==> config.mk <==
export PLATFORM = sky130hd
export DESIGN_NAME = pipe_ctrl
export DESIGN_NICKNAME = d
export VERILOG_FILES = /design/src/rtl/pipe_ctrl.sv
export SDC_FILE = /design/constraint.sdc
export NUM_CORES = 1
export LEC_CHECK = 0
export CAP_MARGIN = 25
export CORE_MARGIN = 10
export CORE_UTILIZATION = 24
export CTS_BUF_LIST = sky130_fd_sc_hd__clkbuf_4
export CTS_CLUSTER_SIZE = 40
export DETAILED_ROUTE_END_ITERATION = 6
export MAX_ROUTING_LAYER = met4
export PLACE_DENSITY = 0.41
export SYNTH_ARGS = -nofsm -noshare
export SYNTH_HDL_FRONTEND = slang
export SYNTH_SLANG_ARGS = --single-unit
==> constraint.sdc <==
create_clock -name clk -period 5.1 [get_ports clk]
set_input_delay 0.51 -clock clk [delete_from_list [all_inputs] [get_ports clk]]
set_output_delay 0.51 -clock clk [all_outputs]
set_load 0.05 [all_outputs]
==> src/rtl/pipe_ctrl.sv <==
// Pipeline sequencer for the rv32 five-stage core: turns stall/redirect/memory/halt
// events into per-stage enables, bubble flushes and PC select.
//
// state    | meaning
// ---------+----------------------------------------------------------
// RUN      | normal issue, events decoded in priority order
// LD_STALL | single bubble cycle after a load-use stall, stall ignored
// MEM_WAIT | pipeline frozen until dmem_ack or timeout
// HALT     | pipeline stopped, left only by reset
module pipe_ctrl #(
  parameter int unsigned MEM_TIMEOUT = 15,
  parameter int unsigned CNT_W       = 16
) (
  input  logic             clk,
  input  logic             rst,
  input  logic             hazard_stall,
  input  logic             redirect,
  input  logic             dmem_req,
  input  logic             dmem_ack,
  input  logic             halt_req,
  output logic             en_fe,
  output logic             en_de,
  output logic             en_exe,
  output logic             en_acc,
  output logic             flush_de,
  output logic             flush_exe,
  output logic             pc_sel,
  output logic             halted,
  output logic             err,
  output logic [CNT_W-1:0] stall_cnt
);

  typedef enum logic [1:0] {RUN, LD_STALL, MEM_WAIT, HALT} state_t;

  localparam logic [7:0] TIMEOUT_C = 8'(MEM_TIMEOUT);

  state_t           state, state_nxt;
  logic [7:0]       wait_cnt, wait_nxt;
  logic             err_q, err_nxt;
  logic [CNT_W-1:0] stall_q;
  logic             fe_r, de_r, exe_r, acc_r, fde_r, fex_r, pcs_r;

  always_comb begin
    fe_r      = 1'b0;
    de_r      = 1'b0;
    exe_r     = 1'b0;
    acc_r     = 1'b0;
    fde_r     = 1'b0;
    fex_r     = 1'b0;
    pcs_r     = 1'b0;
    state_nxt = state;
    wait_nxt  = wait_cnt;
    err_nxt   = err_q;
    case (state)
      RUN, LD_STALL: begin
        if (dmem_req && !dmem_ack) begin
          state_nxt = MEM_WAIT;
          wait_nxt  = 8'd1;
        end else if (redirect) begin
          {fe_r, de_r, exe_r, acc_r} = 4'b1111;
          {fde_r, fex_r, pcs_r}      = 3'b111;
          state_nxt = RUN;
        end else if (hazard_stall && state == RUN) begin
          {exe_r, acc_r} = 2'b11;
          fex_r     = 1'b1;
          state_nxt = LD_STALL;
        end else if (halt_req) begin
          // let older instructions drain one stage before stopping
          {exe_r, acc_r} = 2'b11;
          fex_r     = 1'b1;
          state_nxt = HALT;
        end else begin
          {fe_r, de_r, exe_r, acc_r} = 4'b1111;
          state_nxt = RUN;
        end
      end
      MEM_WAIT: begin
        if (dmem_ack) begin
          {fe_r, de_r, exe_r, acc_r} = 4'b1111;
          state_nxt = RUN;
        end else if (wait_cnt == TIMEOUT_C) begin
          err_nxt   = 1'b1;
          state_nxt = HALT;
        end else begin
          wait_nxt = wait_cnt + 8'd1;
        end
      end
      HALT:    state_nxt = HALT;
      default: state_nxt = RUN;
    endcase
  end

  always_ff @(posedge clk or negedge rst) begin
    if (!rst) begin
      state    <= RUN;
      wait_cnt <= 8'd0;
      err_q    <= 1'b0;
      stall_q  <= '0;
    end else begin
      state    <= state_nxt;
      wait_cnt <= wait_nxt;
      err_q    <= err_nxt;
      if (!fe_r && state != HALT && stall_q != '1)
        stall_q <= stall_q + CNT_W'(1);
    end
  end

  // outputs are held low while reset is asserted, whatever the inputs do
  assign en_fe     = rst & fe_r;
  assign en_de     = rst & de_r;
  assign en_exe    = rst & exe_r;
  assign en_acc    = rst & acc_r;
  assign flush_de  = rst & fde_r;
  assign flush_exe = rst & fex_r;
  assign pc_sel    = rst & pcs_r;
  assign halted    = rst & (state == HALT);
  assign err       = rst & err_q;
  assign stall_cnt = rst ? stall_q : '0;

endmodule

# Word-level counts from Yosys, hierarchy flattened
# Index checks and enable logic that the tools add are counted.
[op_classes]
muxes = 28
bitwise_logic = 7
reduce_logical = 11
n_addsub = 2
eq_ne = 10
[ops]
columns = ["cell", "count"]
rows = [
  ["$mux 8", 3],
  ["$add 16x1->16 const B", 1],
  ["$mux 16", 1],
  ["$ne 16x16->1 const B", 1],
  ["$pmux 8 s2", 1],
  ["$mux 1", 14],
  ["$mux 2", 6],
  ["$add 8x1->8 const B", 1],
  ["$eq 8x4->1 const B", 1],
  ["$ne 2x2->1 const B", 4],
  ["$and 1x1->1", 6],
  ["$pmux 2 s3", 1],
  ["$eq 2x2->1 const B", 2],
  ["$logic_and 1x1->1", 4],
  ["$pmux 1 s2", 2],
  ["$reduce_and 4->1", 1],
  ["$ne 3x3->1 const B", 1],
  ["$reduce_and 3->1", 1],
  ["$eq 2x1->1 const B", 1],
  ["$logic_not 1->1", 2],
  ["$logic_not 2->1", 1],
  ["$reduce_bool 2->1", 1],
  ["$reduce_or 2->1", 1],
  ["$not 1->1", 1],
]
[totals]
word_cells = 62
out_inout_bits = 25
in_bits = 7
ff_bits = 27

# Depth between registers and ports, before layout
[logic_depth]
word_depth = 9
mapped_depth = 8
mapped_depth_nobuf = 6

# Worst setup path after synthesis
# OpenSTA, ideal clock, no wires.
[synth_timing]
path_type = "input to output"
startpoint = "in hazard_stall"
endpoint = "out en_fe"
t_arrival_ps = 2115
cell_stages = 6
required_time_ps = 4590
n_path_buf = 1
setup_slack_ps = 2475
cell_sequence = "nor2b_1 and2_1 o21bai_1 a22oi_1 nor2b_1 buf_4"
[synth_via]
elab_chain_cells = 6
[synth_lines]
columns = ["element", "line_no", "text"]
rows = [
  ["from (decl)", "16", "input logic hazard_stall,"],
  ["$logic_and 1x1->1", "63", "end else if (hazard_stall && state == RUN) begin"],
  ["$mux 1 (3 in a row)", "--", ""],
  ["$pmux 1 s2", "--", ""],
  ["$and 1x1->1", "--", ""],
  ["to (decl)", "21", "output logic en_fe,"],
]
# No other way between the ends.

# Worst setup path after layout
[layout_timing]
startpoint = "in dmem_ack"
endpoint = "out en_acc"
[layout_via]
elab_chain_cells = 5
word_cells_on_any_way = 6
classes_between = "3 x mux; 1 x bitwise; 2 x reduce/logical"
[layout_lines]
columns = ["element", "line_no", "text"]
rows = [
  ["from (decl)", "19", "input logic dmem_ack,"],
  ["$logic_not 1->1", "56", "if (dmem_req && !dmem_ack) begin"],
  ["$logic_and 1x1->1", "56", ""],
  ["$mux 1", "56", ""],
  ["$pmux 1 s2 *", "54", "case (state)"],
  ["$and 1x1->1 *", "112", "assign en_acc = rst & acc_r;"],
  ["to (decl)", "24", "output logic en_acc,"],
]
# Every way passes the cells marked *; elsewhere a longest branch is shown, timed or not.

==> qor.txt <==
Run status: finished clean
Cells after Synth: 168
Synthesis-to-layout area growth: 22.5%
Die Span Y: 102 um
# clock sinks: 27
Slowest CP cell: clkdlybuf4s50_1
Setup WS pre-CTS: 1.97 ns
Met3 usage: 0.0209
Post-CTS Setup Bufs: 0
Share of layout cells above drive strength 1: 0.0984
Distinct cell type count after synthesis: 41
Syn. warnings: 0
Die ar.: 0.0105 sq mm
Latest clock arrival within the worst-skew pair: 0.33 ns
Max transition margin: 0.413
Worst R2R Start: stall_q[0]
Worst path required time: 4.59 ns
Synth Register Bits: 27
TritonCTS Buffers: 3
Drt initial violations: 81
Reg2reg end: stall_q[1]
Placer Congestion: 0.766
Path depth of the worst reg2reg path: 6
Fmax: 0.319 GHz
CP cell instances: clkdlybuf4s50_1 -> nor2b_1 -> or2_2 -> o21ai_0 -> and2_1 -> clkdlybuf4s50_1
Setup Viol. Count Final: 0
Grt met2 use: 0.114
Routed vias: 1250
Io pins: 32
Initial antenna violation count: 0
P_leak: 0.837 nW
Top Usage Layer GRT: met2
Critical path's largest stage delay: 0.81 ns
Fin Hold WS: 0.272 ns
Tcrit/Tclk final: 0.614
Mapped Nets: 177
Std cell rows: 29
GRT Overall Usage: 0.0798
First-pass GRT wire length: 6.64 mm
Core ar.: 0.00646 sq mm
Final hold violations: 0
CP Class: in2out
Setup ws final: 1.97 ns
Vias in the first global route: 1306
RSZ-0062 raised after global routing: no
Crit path capture type: primary output
Asr flop ratio synth: 1.00
Reg2reg setup slack: 3.07 ns
Setup_tns: 0 ns
Peak VDD IR: 94.9 uV
Placed Area: 0.00197 sq mm
Quantity of I/O buffers inserted on ports: 31
Met1 usage: 0.108
Top Family by Delay on Critical Path: buffers and inverters
Final net count: 203
# hold bufs at CTS: 0
CTS tree: done
Crit path launch type: input pin
Post-layout util: 0.309
Worst-path fanout max: 6
Crit path time final: 3.13 ns
Drt wl/cell: 14.3 um
Mean number of vias per cell: 4.63
Crit path launch: dmem_ack
First-pass detailed-route iteration total: 4
Starting density of the core: 0.253
Overflow after GRT: 0
Power per cell area: 333 mW/mm^2
CTS Root Cell: clkbuf_4
Most used cell, CP: clkdlybuf4s50_1
Register area share after synthesis: 0.414
Final WL: 3.85 mm
Antenna Nets Post-Route: 0
Clock Path Buffers: 2
Buf/Inv on CP: 2
Ys flop type: dfrtp_1
Die width: 102 um
Syn avg cell area: 9.71 sq um
Fill count: 686
Clock transition at path regs: 0.16 ns
ANT cells: 0
Number of max-cap violations: 0
Slew @ Worst Pin: 0.880 ns
Largest net degree at the start of global routing: 50
Critical Path AT: 2.62 ns
H-tree depth: 1
Post-CTS Resized: 0
Slew Viols, Final: 0
DP HPWL: 2.87 mm
Post-Syn Area: 0.00163 sq mm
Design area: 0.00200 sq mm
Hold Path Class: in2async
Final Skew: 0.00555 ns
DRC Markers: 0
Number of synthesized flops with an enable pin: 0
[power breakdown]
group / switching [W] / internal (W) / leakage (nW)
Sequential: 0.0000429 / 0.000251 / 0.359
Clock: 0.0000709 / 0.0000300 / 0.0139
Combinational: 0.000166 / 0.000104 / 0.464
[worst max-delay path by stage]
| stage | to | slack [ns] | cells after the start |
|---|---|---|---|
| after floorplan | en_fe | 2.47 | 6 |
| after global placement | en_exe | 1.96 | 6 |
| after detailed placement | en_exe | 1.97 | 6 |
| after CTS | en_exe | 1.95 | 6 |
| after global routing | en_fe | 1.84 | 6 |
| final | en_acc | 1.97 | 6 |
[per-stage QoR]
stage          total power (W)  std cells
2_1_floorplan         0.000498        168
3_3_place_gp          0.000569        266
3_5_place_dp          0.000573        266
4_1_cts               0.000676        270
5_1_grt               0.000709        270
6_report              0.000665        270
[worst register-to-register path, cell delays in order, from the launching register on]
cell and delay [ns]:
dfrtp_1 0.43, ha_1 0.20, and2_1 0.28, nand3_2 0.19, or2_1 0.39, nand2_2 0.13, mux2_1 0.32
[Yosys cell counts (3+ instances only)]
| cell | number | area share |
|---|---|---|
| and2_1 | 20 | 0.077 |
| and3_1 | 12 | 0.046 |
| buf_4 | 5 | 0.023 |
| clkbuf_1 | 3 | 0.0069 |
| dfrtp_1 | 27 | 0.41 |
| inv_1 | 3 | 0.0069 |
| mux2_1 | 3 | 0.021 |
| nand2_1 | 5 | 0.012 |
| nand3_1 | 8 | 0.025 |
| nand4_1 | 10 | 0.038 |
| nor2_1 | 12 | 0.028 |
| nor2b_1 | 4 | 0.015 |
| o21ai_0 | 8 | 0.025 |
| xnor2_1 | 15 | 0.081 |
[kinds of logic (layout without fill, tap and decap cells)]
family | after synthesis | count (layout) | synth area share
flip-flops | 27 | 27 | 0.414
XOR/XNOR | 16 | 16 | 0.0859
adder cells (fa/ha/maj) | 2 | 2 | 0.0153
AND/OR/NAND/NOR | 86 | 86 | 0.328
multiplexers | 3 | 3 | 0.0207
AO/OA/AOI/OAI | 21 | 21 | 0.0890
buffers and inverters | 13 | 38 | 0.0468
[flip-flops by register name (all words and copies together) (netlist names)]
| name | count |
|---|---|
| err_q | 1 |
| stall_q | 16 |
| state | 2 |
| wait_cnt | 8 |
[routing by layer]
layer  vias up  part of all wire
li1        635                 -
met1       587              0.49
met2        26              0.45
met3         2             0.055
met4         0            0.0075
met5         -                 0
[cells in the final DEF (no fill, tap or decap), types with 2 or more instances in the layout]
cell / n
and3_2: 2
nand2_1: 5
clkdlybuf4s50_1: 30
and3_1: 12
a21oi_1: 2
a31oi_1: 2
nand4_1: 10
a21oi_2: 2
nor2_1: 12
nor2b_1: 4
clkbuf_4: 3
and2_1: 20
nand2_2: 2
ha_1: 2
nand3_1: 8
inv_1: 3
dfrtp_1: 27
mux2_1: 3
o21ai_0: 8
xnor2_1: 15
[area by class of cell]
| cell class | instances | area, sq um | share of cell area |
|---|---|---|---|
| Clock buffer | 3 | 22.5 | 0.0113 |
| Timing Repair Buffer | 31 | 305 | 0.153 |
| Multi-Input combinational cell | 128 | 880 | 0.440 |
| Tap cell | 77 | 96.3 | 0.0482 |
| Sequential cell | 27 | 676 | 0.338 |
| Inverter | 3 | 11.3 | 0.00564 |
| Clock inverter | 1 | 7.51 | 0.00376 |
(Power assumes the default switching activity.)
